### src/rtl/rv32v_mem_lane_sequencer_if.sv
// Handshake and bus bundle between the vector uop source, the lane sequencer,
// the scalar data bus and the vector writeback path.
interface rv32v_mem_lane_sequencer_if #(
    parameter int NUM_LANES = 2
);
    logic                      uop_valid;
    logic                      uop_ready;
    logic                      memdren;
    logic                      memdwen;
    logic                      unitstride;
    logic                      strided;
    logic                      indexed;
    logic [1:0]                eew;
    logic [31:0]               base;
    logic [31:0]               stride;
    logic [7:0]                uop_num;
    logic [NUM_LANES-1:0]      lane_active;
    logic [NUM_LANES*32-1:0]   index;
    logic [NUM_LANES*32-1:0]   store_data;

    logic                      dmem_ren;
    logic                      dmem_wen;
    logic [31:0]               dmem_addr;
    logic [31:0]               dmem_wdata;
    logic [3:0]                dmem_byte_en;
    logic                      dmem_busy;
    logic [31:0]               dmem_rdata;

    logic                      result_valid;
    logic                      result_ready;
    logic [NUM_LANES*32-1:0]   result_data;
    logic                      result_misaligned;

    modport master (
        output uop_valid, memdren, memdwen, unitstride, strided, indexed,
               eew, base, stride, uop_num, lane_active, index, store_data,
               dmem_busy, dmem_rdata, result_ready,
        input  uop_ready, dmem_ren, dmem_wen, dmem_addr, dmem_wdata, dmem_byte_en,
               result_valid, result_data, result_misaligned
    );

    modport slave (
        input  uop_valid, memdren, memdwen, unitstride, strided, indexed,
               eew, base, stride, uop_num, lane_active, index, store_data,
               dmem_busy, dmem_rdata, result_ready,
        output uop_ready, dmem_ren, dmem_wen, dmem_addr, dmem_wdata, dmem_byte_en,
               result_valid, result_data, result_misaligned
    );
endinterface

### src/rtl/rv32v_mem_lane_sequencer.sv
// Walks the active lanes of one vector memory uop, one scalar bus request per lane.
// Latency: accept cycle + (1 + busy cycles) per aligned lane + 1 per misaligned lane, then DONE.
// Backpressure: uop_ready only in IDLE; requests held while dmem_busy; result held until result_ready.
module rv32v_mem_lane_sequencer #(
    parameter int NUM_LANES = 2
) (
    input  logic                       CLK,
    input  logic                       nRST,
    rv32v_mem_lane_sequencer_if.slave  bus
);
    localparam int LW = (NUM_LANES > 1) ? $clog2(NUM_LANES) : 1;

    typedef enum logic [1:0] {IDLE, ACCESS, DONE} state_t;

    state_t                  state;
    logic                    is_load;
    logic                    misal_q;
    logic [2:0]              mode_q;
    logic [1:0]              eew_q;
    logic [31:0]             base_q;
    logic [31:0]             stride_q;
    logic [7:0]              uop_num_q;
    logic [NUM_LANES-1:0]    mask_q;
    logic [NUM_LANES*32-1:0] index_q;
    logic [NUM_LANES*32-1:0] store_q;
    logic [NUM_LANES*32-1:0] result_q;
    logic [LW-1:0]           lane_q;

    logic [LW-1:0]           first_lane;
    logic [LW-1:0]           next_lane;
    logic                    has_next;
    logic [31:0]             elem;
    logic [31:0]             addr;
    logic [31:0]             lane_index;
    logic [31:0]             lane_store;
    logic [31:0]             rd_shift;
    logic [31:0]             load_val;
    logic [31:0]             wdata;
    logic [3:0]              byte_en;
    logic [1:0]              off;
    logic                    misal;
    logic                    req;
    logic                    lane_done;

    // Descending scan so the last hit is the lowest qualifying lane.
    always_comb begin
        first_lane = '0;
        next_lane  = '0;
        has_next   = 1'b0;
        for (int i = NUM_LANES - 1; i >= 0; i--) begin
            if (bus.lane_active[i]) first_lane = LW'(i);
            if (mask_q[i] && (i > int'(lane_q))) begin
                next_lane = LW'(i);
                has_next  = 1'b1;
            end
        end
    end

    always_comb begin
        elem       = 32'(uop_num_q) * 32'(NUM_LANES) + 32'(lane_q);
        lane_index = index_q[int'(lane_q)*32 +: 32];
        lane_store = store_q[int'(lane_q)*32 +: 32];
        case (mode_q)
            3'b010:  addr = base_q + elem * stride_q;
            3'b100:  addr = base_q + lane_index;
            default: addr = base_q + (elem << eew_q);
        endcase
        off      = addr[1:0];
        rd_shift = bus.dmem_rdata >> {off, 3'b000};
        case (eew_q)
            2'd0: begin
                misal    = 1'b0;
                byte_en  = 4'b0001 << off;
                wdata    = {4{lane_store[7:0]}};
                load_val = {24'b0, rd_shift[7:0]};
            end
            2'd1: begin
                misal    = off[0];
                byte_en  = 4'b0011 << off;
                wdata    = {2{lane_store[15:0]}};
                load_val = {16'b0, rd_shift[15:0]};
            end
            default: begin
                misal    = (off != 2'd0);
                byte_en  = 4'b1111;
                wdata    = lane_store;
                load_val = rd_shift;
            end
        endcase
        req       = (state == ACCESS) && !misal;
        lane_done = (state == ACCESS) && (misal || !bus.dmem_busy);
    end

    assign bus.uop_ready         = (state == IDLE);
    assign bus.dmem_ren          = req && is_load;
    assign bus.dmem_wen          = req && !is_load;
    assign bus.dmem_addr         = req ? addr    : 32'b0;
    assign bus.dmem_wdata        = req ? wdata   : 32'b0;
    assign bus.dmem_byte_en      = req ? byte_en : 4'b0;
    assign bus.result_valid      = (state == DONE);
    assign bus.result_data       = result_q;
    assign bus.result_misaligned = misal_q;

    always_ff @(posedge CLK or negedge nRST) begin
        if (!nRST) begin
            state     <= IDLE;
            is_load   <= 1'b0;
            misal_q   <= 1'b0;
            mode_q    <= '0;
            eew_q     <= '0;
            base_q    <= '0;
            stride_q  <= '0;
            uop_num_q <= '0;
            mask_q    <= '0;
            index_q   <= '0;
            store_q   <= '0;
            result_q  <= '0;
            lane_q    <= '0;
        end else begin
            case (state)
                IDLE: begin
                    if (bus.uop_valid) begin
                        is_load   <= bus.memdren;
                        mode_q    <= {bus.indexed, bus.strided, bus.unitstride};
                        eew_q     <= bus.eew;
                        base_q    <= bus.base;
                        stride_q  <= bus.stride;
                        uop_num_q <= bus.uop_num;
                        mask_q    <= bus.lane_active;
                        index_q   <= bus.index;
                        store_q   <= bus.store_data;
                        result_q  <= '0;
                        misal_q   <= 1'b0;
                        lane_q    <= first_lane;
                        if ((bus.lane_active == '0) || !(bus.memdren || bus.memdwen))
                            state <= DONE;
                        else
                            state <= ACCESS;
                    end
                end
                ACCESS: begin
                    if (lane_done) begin
                        if (misal)
                            misal_q <= 1'b1;
                        else if (is_load)
                            result_q[int'(lane_q)*32 +: 32] <= load_val;
                        if (has_next)
                            lane_q <= next_lane;
                        else
                            state <= DONE;
                    end
                end
                DONE: begin
                    if (bus.result_ready) state <= IDLE;
                end
                default: state <= IDLE;
            endcase
        end
    end
endmodule

### src/flat_wrapper.sv
// flat-port wrapper written by rule: the top's interface ports become plain ports
module rv32v_mem_lane_sequencer_flat 
#(
    parameter int NUM_LANES = 2
)
  (CLK, nRST, bus_uop_valid, bus_memdren, bus_memdwen, bus_unitstride, bus_strided, bus_indexed, bus_eew, bus_base, bus_stride, bus_uop_num, bus_lane_active, bus_index, bus_store_data, bus_dmem_busy, bus_dmem_rdata, bus_result_ready, bus_uop_ready, bus_dmem_ren, bus_dmem_wen, bus_dmem_addr, bus_dmem_wdata, bus_dmem_byte_en, bus_result_valid, bus_result_data, bus_result_misaligned);
  rv32v_mem_lane_sequencer_if #(.NUM_LANES(NUM_LANES)) bus_i ();
  input  logic CLK;
  input  logic nRST;
  input wire logic [$bits(bus_i.uop_valid)-1:0] bus_uop_valid;
  input wire logic [$bits(bus_i.memdren)-1:0] bus_memdren;
  input wire logic [$bits(bus_i.memdwen)-1:0] bus_memdwen;
  input wire logic [$bits(bus_i.unitstride)-1:0] bus_unitstride;
  input wire logic [$bits(bus_i.strided)-1:0] bus_strided;
  input wire logic [$bits(bus_i.indexed)-1:0] bus_indexed;
  input wire logic [$bits(bus_i.eew)-1:0] bus_eew;
  input wire logic [$bits(bus_i.base)-1:0] bus_base;
  input wire logic [$bits(bus_i.stride)-1:0] bus_stride;
  input wire logic [$bits(bus_i.uop_num)-1:0] bus_uop_num;
  input wire logic [$bits(bus_i.lane_active)-1:0] bus_lane_active;
  input wire logic [$bits(bus_i.index)-1:0] bus_index;
  input wire logic [$bits(bus_i.store_data)-1:0] bus_store_data;
  input wire logic [$bits(bus_i.dmem_busy)-1:0] bus_dmem_busy;
  input wire logic [$bits(bus_i.dmem_rdata)-1:0] bus_dmem_rdata;
  input wire logic [$bits(bus_i.result_ready)-1:0] bus_result_ready;
  output wire logic [$bits(bus_i.uop_ready)-1:0] bus_uop_ready;
  output wire logic [$bits(bus_i.dmem_ren)-1:0] bus_dmem_ren;
  output wire logic [$bits(bus_i.dmem_wen)-1:0] bus_dmem_wen;
  output wire logic [$bits(bus_i.dmem_addr)-1:0] bus_dmem_addr;
  output wire logic [$bits(bus_i.dmem_wdata)-1:0] bus_dmem_wdata;
  output wire logic [$bits(bus_i.dmem_byte_en)-1:0] bus_dmem_byte_en;
  output wire logic [$bits(bus_i.result_valid)-1:0] bus_result_valid;
  output wire logic [$bits(bus_i.result_data)-1:0] bus_result_data;
  output wire logic [$bits(bus_i.result_misaligned)-1:0] bus_result_misaligned;
  assign bus_i.uop_valid = bus_uop_valid;
  assign bus_i.memdren = bus_memdren;
  assign bus_i.memdwen = bus_memdwen;
  assign bus_i.unitstride = bus_unitstride;
  assign bus_i.strided = bus_strided;
  assign bus_i.indexed = bus_indexed;
  assign bus_i.eew = bus_eew;
  assign bus_i.base = bus_base;
  assign bus_i.stride = bus_stride;
  assign bus_i.uop_num = bus_uop_num;
  assign bus_i.lane_active = bus_lane_active;
  assign bus_i.index = bus_index;
  assign bus_i.store_data = bus_store_data;
  assign bus_i.dmem_busy = bus_dmem_busy;
  assign bus_i.dmem_rdata = bus_dmem_rdata;
  assign bus_i.result_ready = bus_result_ready;
  assign bus_uop_ready = bus_i.uop_ready;
  assign bus_dmem_ren = bus_i.dmem_ren;
  assign bus_dmem_wen = bus_i.dmem_wen;
  assign bus_dmem_addr = bus_i.dmem_addr;
  assign bus_dmem_wdata = bus_i.dmem_wdata;
  assign bus_dmem_byte_en = bus_i.dmem_byte_en;
  assign bus_result_valid = bus_i.result_valid;
  assign bus_result_data = bus_i.result_data;
  assign bus_result_misaligned = bus_i.result_misaligned;
  rv32v_mem_lane_sequencer #(.NUM_LANES(NUM_LANES)) u_core (.CLK(CLK), .nRST(nRST), .bus(bus_i));
endmodule
### config.mk
export PLATFORM = sky130hd
export DESIGN_NAME = rv32v_mem_lane_sequencer_flat
export DESIGN_NICKNAME = d
export VERILOG_FILES = /design/src/rtl/rv32v_mem_lane_sequencer_if.sv /design/src/rtl/rv32v_mem_lane_sequencer.sv /design/src/flat_wrapper.sv
export SDC_FILE = /design/constraint.sdc
export NUM_CORES = 1
export LEC_CHECK = 0
export ABC_AREA = 1
export BUFFER_PORTS_ARGS = -buffer_cell sky130_fd_sc_hd__buf_2
export CAP_MARGIN = 20
export CORE_ASPECT_RATIO = 0.75
export CORE_MARGIN = 1.5
export CORE_UTILIZATION = 45
export CTS_BUF_LIST = sky130_fd_sc_hd__clkbuf_4 sky130_fd_sc_hd__clkbuf_8 sky130_fd_sc_hd__clkbuf_16
export DETAILED_ROUTE_END_ITERATION = 7
export GPL_TIMING_DRIVEN = 0
export PLACE_DENSITY = 0.65
export SLEW_MARGIN = 30
export SYNTH_ARGS = -nofsm -noshare
export SYNTH_HDL_FRONTEND = slang
export SYNTH_SLANG_ARGS = --single-unit
### constraint.sdc
create_clock -name CLK -period 7.1 [get_ports CLK]
set_input_delay 1.42 -clock CLK [delete_from_list [all_inputs] [get_ports CLK]]
set_output_delay 1.42 -clock CLK [all_outputs]
set_load 0.03 [all_outputs]
==> flow_summary.json <==
{
  "clk_latency_ns": 0.62,
  "fin_crit_sh": 1.031,
  "drtIter0Drc": 2507,
  "finalHoldViolCount": 0,
  "rsz0062_at_grt": "true",
  "via_count": 24320,
  "required_ns": 5.68,
  "violations": "setup timing",
  "core_um2": 53160,
  "met3_usage": 0.08600,
  "viasPerCell": 5.214,
  "r2r_cells": 18,
  "synth_top_area_cell": "dfrtp_1",
  "clkSlewWorstSetupHoldPaths_ns": 0.06,
  "fp-row-count": 73,
  "synth_top_family_by_area": "simple AND/OR/NAND/NOR gates",
  "slew_violations": 0,
  "n_fill_cell": 5124,
  "drt-total-wl_mm": 91.32,
  "yosysSeqAreaShare": 0.2830,
  "num_io_pins": 383,
  "criticalPathCategory": "reg2out",
  "netlist_instances": 3459,
  "drive_gt1_frac": 0.2280,
  "gr-usage-met1": 0.4874,
  "reg2reg_to": "u_core.bus.result_data[16]",
  "syn_area_um2": 24310,
  "portBuffers": 382,
  "endpoint_kind": "output port",
  "wire_per_inst_um": 19.58,
  "ctsHoldBuffers": 0,
  "tightestPinTransition_ns": 0.9819,
  "finish.instance_area_um2": 30890,
  "die_h_um": 204.3,
  "period_minus_slack_ns": 7.317,
  "grt_antenna_before_repair": 9,
  "synth_common_cells": "nand2_1 (1416), inv_1 (541), dfrtp_1 (275)",
  "hp-class": "reg2reg",
  "ys_types": 45,
  "fin_ws_ns": -0.2172,
  "place_area_um2": 27210,
  "seq_area_um2": 6905,
  "root_buffer": "clkbuf_16",
  "grt_max_degree": 83,
  "drc": 0,
  "yosys.area_share.simple": 0.2946,
  "area_delta_synth_final_pct": 27.03,
  "status": "finished with violations",
  "synth_xor_area_frac": 0.007564,
  "fmax_mhz": 136.7,
  "cts_num_sinks": 275,
  "synth_top_area_share": 0.2830,
  "max_slew_margin": 0.3395,
  "min_path_cells": 2,
  "synth_most_common_cell": "nand2_1",
  "crit_fanout": 8,
  "grt-ovfl-total": 0,
  "postSynthAreaPerCell_um2": 7.029,
  "start_util": 0.4574,
  "min-delay-start": "u_core.bus.result_data[57]",
  "gp_congestion": 1.027,
  "ys_ff_latch": 275,
  "ant_nets": 0,
  "arrival_ns": 5.90,
  "synthArstFlopShare": 1.000,
  "critPathLaunchType": "flip-flop",
  "numCtsBuffers": 29,
  "cap_violations": 0,
  "die_x_um": 271.4,
  "hold_path_end": "u_core.bus.result_data[57]",
  "groute.usage.overall": 0.3241,
  "synth-compound-area-share": 0.07364,
  "synth_edf_count": 0,
  "reg2reg_slack_ns": 2.59,
  "final_nets": 4481,
  "synthMuxAreaShare": 0.005763,
  "grt_pass1_wl_mm": 136.0,
  "top_usage_layer": "met1",
  "dieArea_um2": 55450,
  "use_met2": 0.4567,
  "multi_input_area_um2": 16370,
  "setup_viol": 20,
  "first_global_vias": 23050,
  "drtPass1Iterations": 6,
  "synth.area.top_cells": "dfrtp_1 (28%), nand2_1 (22%), fa_1 (17%)",
  "cts_tree": "yes",
  "skew_ns": 0.03545,
  "dp_hpwl_mm": 71.75,
  "synth_ff_type": "dfrtp_1",
  "ys_warn_count": 0,
  "worstReg2RegStart": "u_core.lane_q",
  "cts_max_level": 1,
  "synth_fa_ha_area_frac": 0.2234,
  "syn_nets": 4015,
  "cts_max_path_buffers": 3
}
==> per-layer routing <==
layer	wire length [um]	share of wire
met5	27	0.00030
met4	2639	0.029
met3	9106	0.10
met2	37540	0.41
met1	42000	0.46
==> final cells by class <==
cell class              instances  area share
flip-flops and latches        275      0.2236
repair buffers                465     0.09232
clock inverters                13    0.004213
clock buffers                  40     0.02678
inverters                     545     0.06648
diodes                          5   0.0004051
multi-input cells            2475      0.5301
well taps                     712     0.02884
plain buffers                 134     0.02730
==> critical path, cell delays in order, from the launching register on <==
cell and delay (ns):
dfrtp_4 0.58, clkbuf_16 0.22, nand2_4 0.06, inv_2 0.04, fa_1 0.50, fa_1 0.46
fa_1 0.53, fa_1 0.51, inv_2 0.04, fa_1 0.55, inv_2 0.05, ha_4 0.24
a21oi_4 0.20, nor2_2 0.07, nor2_2 0.17, buf_4 0.15, nand2_2 0.08, nand2_4 0.09
nand2_1 0.06, nand2_1 0.08, nand3_2 0.09, a21oi_4 0.32, buf_6 0.18
==> layout by cell type (no fill, tap or decap), drive strengths merged, types with 2 or more instances in the layout <==
| master | n |
|---|---|
| o21bai | 12 |
| clkinv | 12 |
| a21boi | 2 |
| diode | 5 |
| clkbuf | 143 |
| o21a | 3 |
| o211ai | 8 |
| inv | 544 |
| nand3b | 5 |
| a21oi | 137 |
| or2 | 17 |
| fa | 207 |
| o32ai | 11 |
| a211oi | 11 |
| nor3 | 24 |
| nand4 | 19 |
| a21o | 8 |
| nand3 | 148 |
| ha | 103 |
| nor2 | 177 |
| nand2 | 1417 |
| nor4 | 3 |
| and2 | 3 |
| xor2 | 7 |
| o21ai | 110 |
| bufinv | 2 |
| a31oi | 2 |
| mux2i | 14 |
| xnor2 | 14 |
| dfrtp | 275 |
| buf | 495 |
| o221ai | 7 |
==> state kept, by name, summed over array words and instances (netlist names) <==
name                          flops
u_core.lane_q                     1
u_core.index_q                   64
u_core.bus.result_misaligned      1
u_core.base_q                    32
u_core.bus.result_data           64
u_core.state                      2
u_core.stride_q                  32
u_core.mode_q                     3
u_core.is_load                    1
u_core.mask_q                     1
u_core.eew_q                      2
u_core.uop_num_q                  8
u_core.store_q                   64
==> how the worst max path moves through the flow <==
stage | end | slack [ns] | from
after detailed placement | bus_dmem_addr[19] | -1.27 | u_core.uop_num_q[4]
after global placement | bus_dmem_addr[19] | -1.35 | u_core.uop_num_q[4]
after CTS | bus_dmem_addr[29] | -0.10 | u_core.uop_num_q[0]
after global routing | bus_dmem_addr[26] | -0.36 | u_core.uop_num_q[4]
final | bus_dmem_addr[30] | -0.22 | u_core.uop_num_q[4]
after floorplan | bus_dmem_addr[12] | 0.39 | u_core.uop_num_q[0]
==> timing repair <==
item / CTS / global route
pin swaps: 127 / 125
buffers inserted: 45 / 34
endpoints found under the setup margin: 68 / 68
cloned: 1 / 1
gates resized for setup: 407 / 188
==> cell families (layout without fill, tap and decap cells) <==
kind of cell / Yosys count / in the layout
simple gates: 1815 / 1815
buf+inv: 709 / 1197
compound gates: 315 / 315
fa+ha+maj: 310 / 310
flops: 275 / 275
xor+xnor: 21 / 21
mux: 14 / 14
other cells: 0 / 5
==> through the flow <==
step	setup TNS, ns	util	hold WS, ns	std cells	setup slack [ns]
global placement	-182.19	0.5101	0.4505	4553	-1.346
finish	-2.036	0.5810	0.4640	4664	-0.2172
CTS	-0.6192	0.5637	0.4693	4628	-0.1001
detailed placement	-23.43	0.5119	0.4536	4556	-1.273
global route	-5.323	0.5810	0.4839	4664	-0.3588
floorplan	0	-	0.4345	3459	0.3885
Power is left out: the tool's default activity adds up to more than one toggle a clock period on the data nets, which glitch-free logic cannot reach.
